$ cat src/rtl/mdu_pkg.sv
// Shared encodings for the multiply/divide unit: funct codes, ALU op class, FSM states.
// Latency: none (constants and a pure decode helper only).
// Backpressure: n/a.
package mdu_pkg;

  localparam logic [1:0] ALU_OP_RTYPE = 2'b10;

  localparam logic [5:0] F_MFHI  = 6'h10;
  localparam logic [5:0] F_MTHI  = 6'h11;
  localparam logic [5:0] F_MFLO  = 6'h12;
  localparam logic [5:0] F_MTLO  = 6'h13;
  localparam logic [5:0] F_MULT  = 6'h18;
  localparam logic [5:0] F_MULTU = 6'h19;
  localparam logic [5:0] F_DIV   = 6'h1A;
  localparam logic [5:0] F_DIVU  = 6'h1B;

  typedef enum logic [1:0] {
    IDLE = 2'd0,
    CALC = 2'd1,
    FIX  = 2'd2
  } state_t;

  // True for every funct this unit owns; anything else stays with the ALU decoder.
  function automatic logic is_mdu_funct(input logic [5:0] f);
    case (f)
      F_MFHI, F_MTHI, F_MFLO, F_MTLO,
      F_MULT, F_MULTU, F_DIV, F_DIVU: return 1'b1;
      default:                        return 1'b0;
    endcase
  endfunction

endpackage

$ cat src/rtl/mdu_step.sv
// One radix-2 iteration of shift-add multiply or restoring divide on {acc, opnd}.
// Latency: purely combinational; instances are chained to retire several bits per cycle.
// Backpressure: none, the caller decides when to register the result.
module mdu_step #(
  parameter int DATA_W = 32
) (
  input  logic              div_mode,
  input  logic [DATA_W-1:0] acc,
  input  logic [DATA_W-1:0] opnd,
  input  logic [DATA_W-1:0] oth,
  output logic [DATA_W-1:0] acc_nxt,
  output logic [DATA_W-1:0] opnd_nxt
);

  logic [DATA_W:0] sum;
  logic [DATA_W:0] shifted;
  logic [DATA_W:0] diff;

  // Multiply: acc:opnd is the partial product with the multiplier draining out of opnd's LSB.
  // Divide: acc is the partial remainder, opnd feeds dividend bits in at the MSB and
  // collects quotient bits at the LSB; oth is the divisor.
  always_comb begin
    acc_nxt  = acc;
    opnd_nxt = opnd;
    sum      = {1'b0, acc} + (opnd[0] ? {1'b0, oth} : '0);
    shifted  = {acc, opnd[DATA_W-1]};
    diff     = shifted - {1'b0, oth};
    if (div_mode) begin
      // Partial remainder is always below the divisor, so shifted fits in DATA_W+1 bits
      // and diff's top bit is a clean borrow flag.
      if (!diff[DATA_W]) begin
        acc_nxt  = diff[DATA_W-1:0];
        opnd_nxt = {opnd[DATA_W-2:0], 1'b1};
      end else begin
        acc_nxt  = shifted[DATA_W-1:0];
        opnd_nxt = {opnd[DATA_W-2:0], 1'b0};
      end
    end else begin
      acc_nxt  = sum[DATA_W:1];
      opnd_nxt = {sum[0], opnd[DATA_W-1:1]};
    end
  end

endmodule

$ cat src/rtl/mdu_ctrl.sv
// Multi-cycle MULT/DIV unit with HI/LO registers, funct decode and core stall.
// Latency: MULT*/DIV* keep busy_o high for DATA_W/BITS_PER_CYC+1 cycles; MT*/MF* take effect at accept.
// Backpressure: stall_o holds decode on any MDU op while busy_o; ops are in-order and non-cancellable.
module mdu_ctrl
  import mdu_pkg::*;
#(
  parameter int DATA_W       = 32,
  parameter int BITS_PER_CYC = 1
) (
  input  logic              clk,
  input  logic              rst_n,
  input  logic              valid_i,
  input  logic [1:0]        alu_op,
  input  logic [5:0]        funct,
  input  logic [DATA_W-1:0] rs_data,
  input  logic [DATA_W-1:0] rt_data,
  output logic              stall_o,
  output logic              busy_o,
  output logic [DATA_W-1:0] result_o
);

  localparam int N     = DATA_W / BITS_PER_CYC;
  localparam int CNT_W = $clog2(N + 1);

  state_t              state, state_nxt;
  logic [CNT_W-1:0]    cnt;
  logic [DATA_W-1:0]   hi, lo;
  logic [DATA_W-1:0]   acc, opnd, oth;
  logic                div_op, neg_q, neg_r, div_zero;

  logic                is_mdu, accept;
  logic                is_iter, is_signed, is_div;
  logic                sign_a, sign_b;
  logic [DATA_W-1:0]   mag_a, mag_b;
  logic [2*DATA_W-1:0] prod_fix;
  logic [DATA_W-1:0]   q_fix, r_fix;

  logic [DATA_W-1:0]   acc_c  [0:BITS_PER_CYC];
  logic [DATA_W-1:0]   opnd_c [0:BITS_PER_CYC];

  assign is_mdu = valid_i & (alu_op == ALU_OP_RTYPE) & is_mdu_funct(funct);
  assign busy_o = (state != IDLE);
  assign accept = is_mdu & ~busy_o;

  // Classify the op: iterative or not, signed or not, multiply or divide.
  always_comb begin
    is_iter   = 1'b0;
    is_signed = 1'b0;
    is_div    = 1'b0;
    case (funct)
      F_MULT:  begin is_iter = 1'b1; is_signed = 1'b1; end
      F_MULTU: begin is_iter = 1'b1; end
      F_DIV:   begin is_iter = 1'b1; is_signed = 1'b1; is_div = 1'b1; end
      F_DIVU:  begin is_iter = 1'b1; is_div = 1'b1; end
      default: ;
    endcase
  end

  // Work on unsigned magnitudes; MIN stays MIN, which is its correct unsigned magnitude.
  assign sign_a = is_signed & rs_data[DATA_W-1];
  assign sign_b = is_signed & rt_data[DATA_W-1];
  assign mag_a  = sign_a ? -rs_data : rs_data;
  assign mag_b  = sign_b ? -rt_data : rt_data;

  // Chain of single-bit iterations evaluated in one cycle.
  assign acc_c[0]  = acc;
  assign opnd_c[0] = opnd;
  for (genvar i = 0; i < BITS_PER_CYC; i++) begin : g_step
    mdu_step #(.DATA_W(DATA_W)) u_step (
      .div_mode (div_op),
      .acc      (acc_c[i]),
      .opnd     (opnd_c[i]),
      .oth      (oth),
      .acc_nxt  (acc_c[i+1]),
      .opnd_nxt (opnd_c[i+1])
    );
  end

  // Sign fix-up applied on the FIX cycle.
  assign prod_fix = neg_q ? -{acc, opnd} : {acc, opnd};
  assign q_fix    = neg_q ? -opnd : opnd;
  assign r_fix    = neg_r ? -acc : acc;

  // State register.
  always_ff @(posedge clk or negedge rst_n) begin
    if (!rst_n) state <= IDLE;
    else        state <= state_nxt;
  end

  // Next state plus the combinational stall/result outputs.
  always_comb begin
    state_nxt = state;
    stall_o   = is_mdu & busy_o;
    result_o  = '0;
    if (accept && funct == F_MFHI) result_o = hi;
    if (accept && funct == F_MFLO) result_o = lo;
    case (state)
      IDLE:    if (accept && is_iter) state_nxt = CALC;
      CALC:    if (cnt == CNT_W'(1))  state_nxt = FIX;
      FIX:     state_nxt = IDLE;
      default: state_nxt = IDLE;
    endcase
  end

  // Operand latch at accept, iteration in CALC, HI/LO writeback at the end of FIX.
  always_ff @(posedge clk or negedge rst_n) begin
    if (!rst_n) begin
      cnt      <= '0;
      hi       <= '0;
      lo       <= '0;
      acc      <= '0;
      opnd     <= '0;
      oth      <= '0;
      div_op   <= 1'b0;
      neg_q    <= 1'b0;
      neg_r    <= 1'b0;
      div_zero <= 1'b0;
    end else begin
      case (state)
        IDLE: begin
          if (accept) begin
            if (funct == F_MTHI) hi <= rs_data;
            if (funct == F_MTLO) lo <= rs_data;
            if (is_iter) begin
              cnt      <= CNT_W'(N);
              acc      <= '0;
              opnd     <= is_div ? mag_a : mag_b;
              oth      <= is_div ? mag_b : mag_a;
              div_op   <= is_div;
              neg_q    <= sign_a ^ sign_b;
              neg_r    <= sign_a;
              div_zero <= is_div & (rt_data == '0);
            end
          end
        end
        CALC: begin
          acc  <= acc_c[BITS_PER_CYC];
          opnd <= opnd_c[BITS_PER_CYC];
          cnt  <= cnt - CNT_W'(1);
        end
        FIX: begin
          if (div_op) begin
            // On divide-by-zero the remainder path already holds |rs| and neg_r restores
            // its sign, so HI comes back as rs; only LO needs forcing.
            lo <= div_zero ? '1 : q_fix;
            hi <= r_fix;
          end else begin
            {hi, lo} <= prod_fix;
          end
        end
        default: ;
      endcase
    end
  end

endmodule
$ cat config.mk
export PLATFORM = sky130hd
export DESIGN_NAME = mdu_ctrl
export DESIGN_NICKNAME = d
export VERILOG_FILES = /design/src/rtl/mdu_pkg.sv /design/src/rtl/mdu_step.sv /design/src/rtl/mdu_ctrl.sv
export SDC_FILE = /design/constraint.sdc
export NUM_CORES = 1
export LEC_CHECK = 0
export CORE_ASPECT_RATIO = 0.5
export CORE_MARGIN = 2
export CORE_UTILIZATION = 55
export DETAILED_ROUTE_END_ITERATION = 7
export PLACE_DENSITY = 0.78
export SETUP_SLACK_MARGIN = 0.05
export SKIP_CTS_REPAIR_TIMING = 1
export SLEW_MARGIN = 10
export SYNTH_ARGS = -nofsm -noshare
export SYNTH_HDL_FRONTEND = slang
export SYNTH_SLANG_ARGS = --single-unit
export TNS_END_PERCENT = 1
$ cat constraint.sdc
create_clock -name clk -period 3.6 [get_ports clk]
set_input_delay 0.72 -clock clk [delete_from_list [all_inputs] [get_ports clk]]
set_output_delay 0.72 -clock clk [all_outputs]
set_load 0.03 [all_outputs]
==> impl_metrics.toml, run 1 <==
[detailed_routing]
number_of_routed_nets_with_antenna_violations = 0
routed_via_density = 6.547
detail_route.wirelength_mm = 58.45
via_count = 16300
route.detailed.drc = 0
first_pass_iters = 6
routed_wire_length_per_instance_um = 23.47
dr.first_iter.drc_count = 2343

[yosys]
synth_largest_area_cell = "sky130_fd_sc_hd__dfrtp_1"
number_of_synthesized_register_bits = 172
synth_most_common_cell = "sky130_fd_sc_hd__nor2_1"
synth.yosys.warnings = 0
synth_enable_flop_cells = 0
cell_types_with_the_largest_area_share_after_synthesis = "sky130_fd_sc_hd__dfrtp_1, sky130_fd_sc_hd__o21ai_0, sky130_fd_sc_hd__xnor2_1"
synth_top_flop_cell = "sky130_fd_sc_hd__dfrtp_1"
synthArstFlopShare_pct = 100.0
synth.lib_cells_used.distinct = 81
syn_inst = 1942
syn_area_per_cell_um2 = 7.801
synthDominantCellAreaShare_pct = 28.41
syn-num-nets = 2089
seq_total_area_yosys_pct = 28.41
area_of_the_mapped_netlist_um2 = 15150
netlist_top_cells_count = "sky130_fd_sc_hd__nor2_1, sky130_fd_sc_hd__o21ai_0, sky130_fd_sc_hd__a21oi_1"

[pwr]
ir_drop_mv = 0.3334
net-switching-power_mw = 5.930
seq_power_share_pct = 26.6
report.power.total_mw = 12.63
cellInternalPower_mw = 6.702
switching_share_pct = 46.94
combinationalPowerShare_pct = 58.6
power_leakage_nw = 7.720
clock_power_share_pct = 14.8
power.density_nw_per_um2 = 695.3

[cells_and_area]
final_net_count = 2271
post_route_cells_drive_above_1_share_pct = 13.43
synthToLayoutAreaGrowth_pct = 19.93
final.fill_count = 2286
post-route-util_pct = 67.93

[clock_tree]
cts-buffers-inserted = 17
cts_sink_count = 172
h-tree-depth = 4
tritoncts = "built"
clkTransAtPathRegs_ns = 0.07
cts-root-buf = "sky130_fd_sc_hd__clkbuf_16"
clk-insertion-delay-late_ns = 0.47
clk_path_buf_depth = 2

[global_route]
grt_most_used_layer = "met2"
fraction_of_met1_tracks_used_by_global_routing_pct = 57.56
globalRoute.totalOverflow = 0
met3_usage_pct = 13.90
maximum_number_of_pins_on_one_net_before_global_route_repair = 84
track_usage_pct = 40.96
grt_use_met2_pct = 58.43
grt_antenna_before_repair = 2
first_global_vias = 15060
grt_first_pass_wirelength_mm = 89.39

[critical_path]
type_of_the_setup_path_with_the_least_slack = "reg -> reg"
path_buf_inv = 3
critical_path_required_ns = 3.99
cp-end-kind = "register"
worstPathMaxFanout = 20
worst_path_dominant_cell_family = "compound AO/OA/AOI/OAI gates"
critPathArrivalTime_ns = 3.85
crit_path_start_kind = "register"
critical_path.slowest_cell = "sky130_fd_sc_hd__dfrtp_1"
cpPeakStageDelay_ns = 0.51
cp_cell_sequence = "inv_1 > ha_1 > a21oi_1 > o2111ai_1 > a221o_1 > o21ai_1 > a21o_1 > a21oi_2 > buf_4 > nor2_2 > buf_12 > nand2_1 > o211ai_1"

[floorplan]
std_cell_rows = 42
io_pins = 109
start_util_pct = 56.64
chipWidth_um = 238.7
fp.coreArea_um2 = 26750
floorplan.die_area_um2 = 28970
floorplan.die.height_um = 121.4

[status]
run_status = "complete, no violations"

[timing]
clock-skew-final_ns = 0.01197
slew_violations = 0
period_needed_ns = 3.466
timing.final.setup_violations = 0
worst-slew-pin-transition_ns = 0.8259
finalHoldViolCount = 0
tns_ns = 0
timing.final.crit_share_pct = 96.28
fmaxAchievable_mhz = 288.5
slew-limit-headroom_pct = 44.94
setup_repair_after_global_routing_missed_its_margin = "true"

[flow_run]
cap_viol_max_count = 0

[place]
buffer_ports.inserted = 108
post_detail_place_hpwl_mm = 45.06
gp_congestion = 1.033

[worst_hold_path]
hold_path.class = "in -> async"
through the flow:
| step | hold slack, ns | std cells | area, µm² | worst slack (ns) |
|---|---|---|---|---|
| 3_3_place_gp | 0.4600 | 2457 | 17580 | 0.01344 |
| 3_5_place_dp | 0.4699 | 2457 | 17580 | -0.01095 |
| 2_1_floorplan | 0.4244 | 1942 | 15150 | 0.4452 |
| 4_1_cts | 0.3476 | 2489 | 18140 | -0.03312 |
| 5_1_grt | 0.3780 | 2489 | 18170 | -0.02072 |
| 6_report | 0.3163 | 2490 | 18170 | 0.1337 |
cells by family (layout without fill, tap and decap cells):
family / after synthesis / count (layout) / share of synthesized area [%]
adder cells (fa/ha/maj): 72 / 72 / 6.046
AND/OR/NAND/NOR: 607 / 607 / 19.05
AO/OA/AOI/OAI: 652 / 652 / 26.50
other: 0 / 1 / 0
XOR/XNOR: 168 / 168 / 9.713
multiplexers: 82 / 82 / 5.451
buffers and inverters: 189 / 384 / 4.823
flip-flops: 172 / 172 / 28.41
area by class of cell:
cell class	instances	area [µm²]	share of cell area, %
clock buffer	18	429.2	2.362
tap	352	440.4	2.424
timing repair buffer	285	2436	13.41
multi-input combinational	1581	10170	55.99
sequential	172	4305	23.70
clock inverter	14	131.4	0.7231
antenna	1	2.502	0.01377
inverter	67	251.5	1.384
cells in the final DEF (no fill, tap or decap), drive strengths merged, types with 11 or more instances in the layout:
cell type	count
a211oi	20
a21o	22
a21oi	177
a221o	17
a22oi	32
a31oi	16
and2	16
and3	14
buf	212
clkbuf	18
clkdlybuf4s50	73
dfrtp	172
ha	70
inv	74
mux2i	78
nand2	144
nand2b	17
nand3	38
nand4	12
nor2	234
nor2b	13
nor3	37
nor4	26
o211ai	11
o21ai	207
o22a	11
o22ai	45
o31ai	21
or3	16
or4	13
xnor2	107
xor2	61
sequential cells by signal, summed over array words and instances, names as in the netlist:
signal,flops
neg_r,1
div_op,1
lo,32
state,2
div_zero,1
opnd,32
acc,32
hi,32
cnt,6
oth,32
neg_q,1
worst paths after layout:
| kind | startpoint | to | slack, ns | cells past startpoint |
|---|---|---|---|---|
| min in group clk | lo[18]$_DFFE_PN0P_ | lo[18]$_DFFE_PN0P_ | 0.48 | 2 |
| max | oth[9]$_DFFE_PN0P_ | acc[23]$_DFFE_PN0P_ | 0.13 | 13 |
| max reg2reg | oth[9]$_DFFE_PN0P_ | acc[23]$_DFFE_PN0P_ | 0.13 | 13 |
| min | rst_n | acc[8]$_DFFE_PN0P_ | 0.32 | 1 |
| max in group asynchronous | rst_n | opnd[18]$_DFFE_PN0P_ | 2.48 | 2 |
| min reg2reg | lo[18]$_DFFE_PN0P_ | lo[18]$_DFFE_PN0P_ | 0.48 | 2 |
power groups by stage:
stage                     Combinational [mW]  Clock, mW  Sequential (mW)
after CTS                               7.16       1.86             3.32
after detailed placement                7.10          0             3.35
final                                   7.40       1.87             3.36
after global placement                  7.01          0             3.32
after global routing                    8.00       1.96             3.43
after floorplan                         4.78          0             3.14
layer usage:
| layer | vias to the layer above | share of wire [%] |
|---|---|---|
| li1 | 7409 | - |
| met1 | 7740 | 41 |
| met2 | 990 | 41 |
| met3 | 164 | 15 |
| met4 | 0 | 3.4 |
| met5 | - | 0 |
No activity file was read; power rests on OpenSTA's default activity.
==> inputs of run 2 (changes only) <==
--- a/config.mk
+++ b/config.mk
@@ -12,7 +12,6 @@
 export PLACE_DENSITY = 0.78
 export SETUP_SLACK_MARGIN = 0.05
 export SKIP_CTS_REPAIR_TIMING = 1
-export SLEW_MARGIN = 10
 export SYNTH_ARGS = -nofsm -noshare
 export SYNTH_HDL_FRONTEND = slang
 export SYNTH_SLANG_ARGS = --single-unit
==> results of run 2 <==
No change in the layout: final DEF, timing and power equal those of run 1.
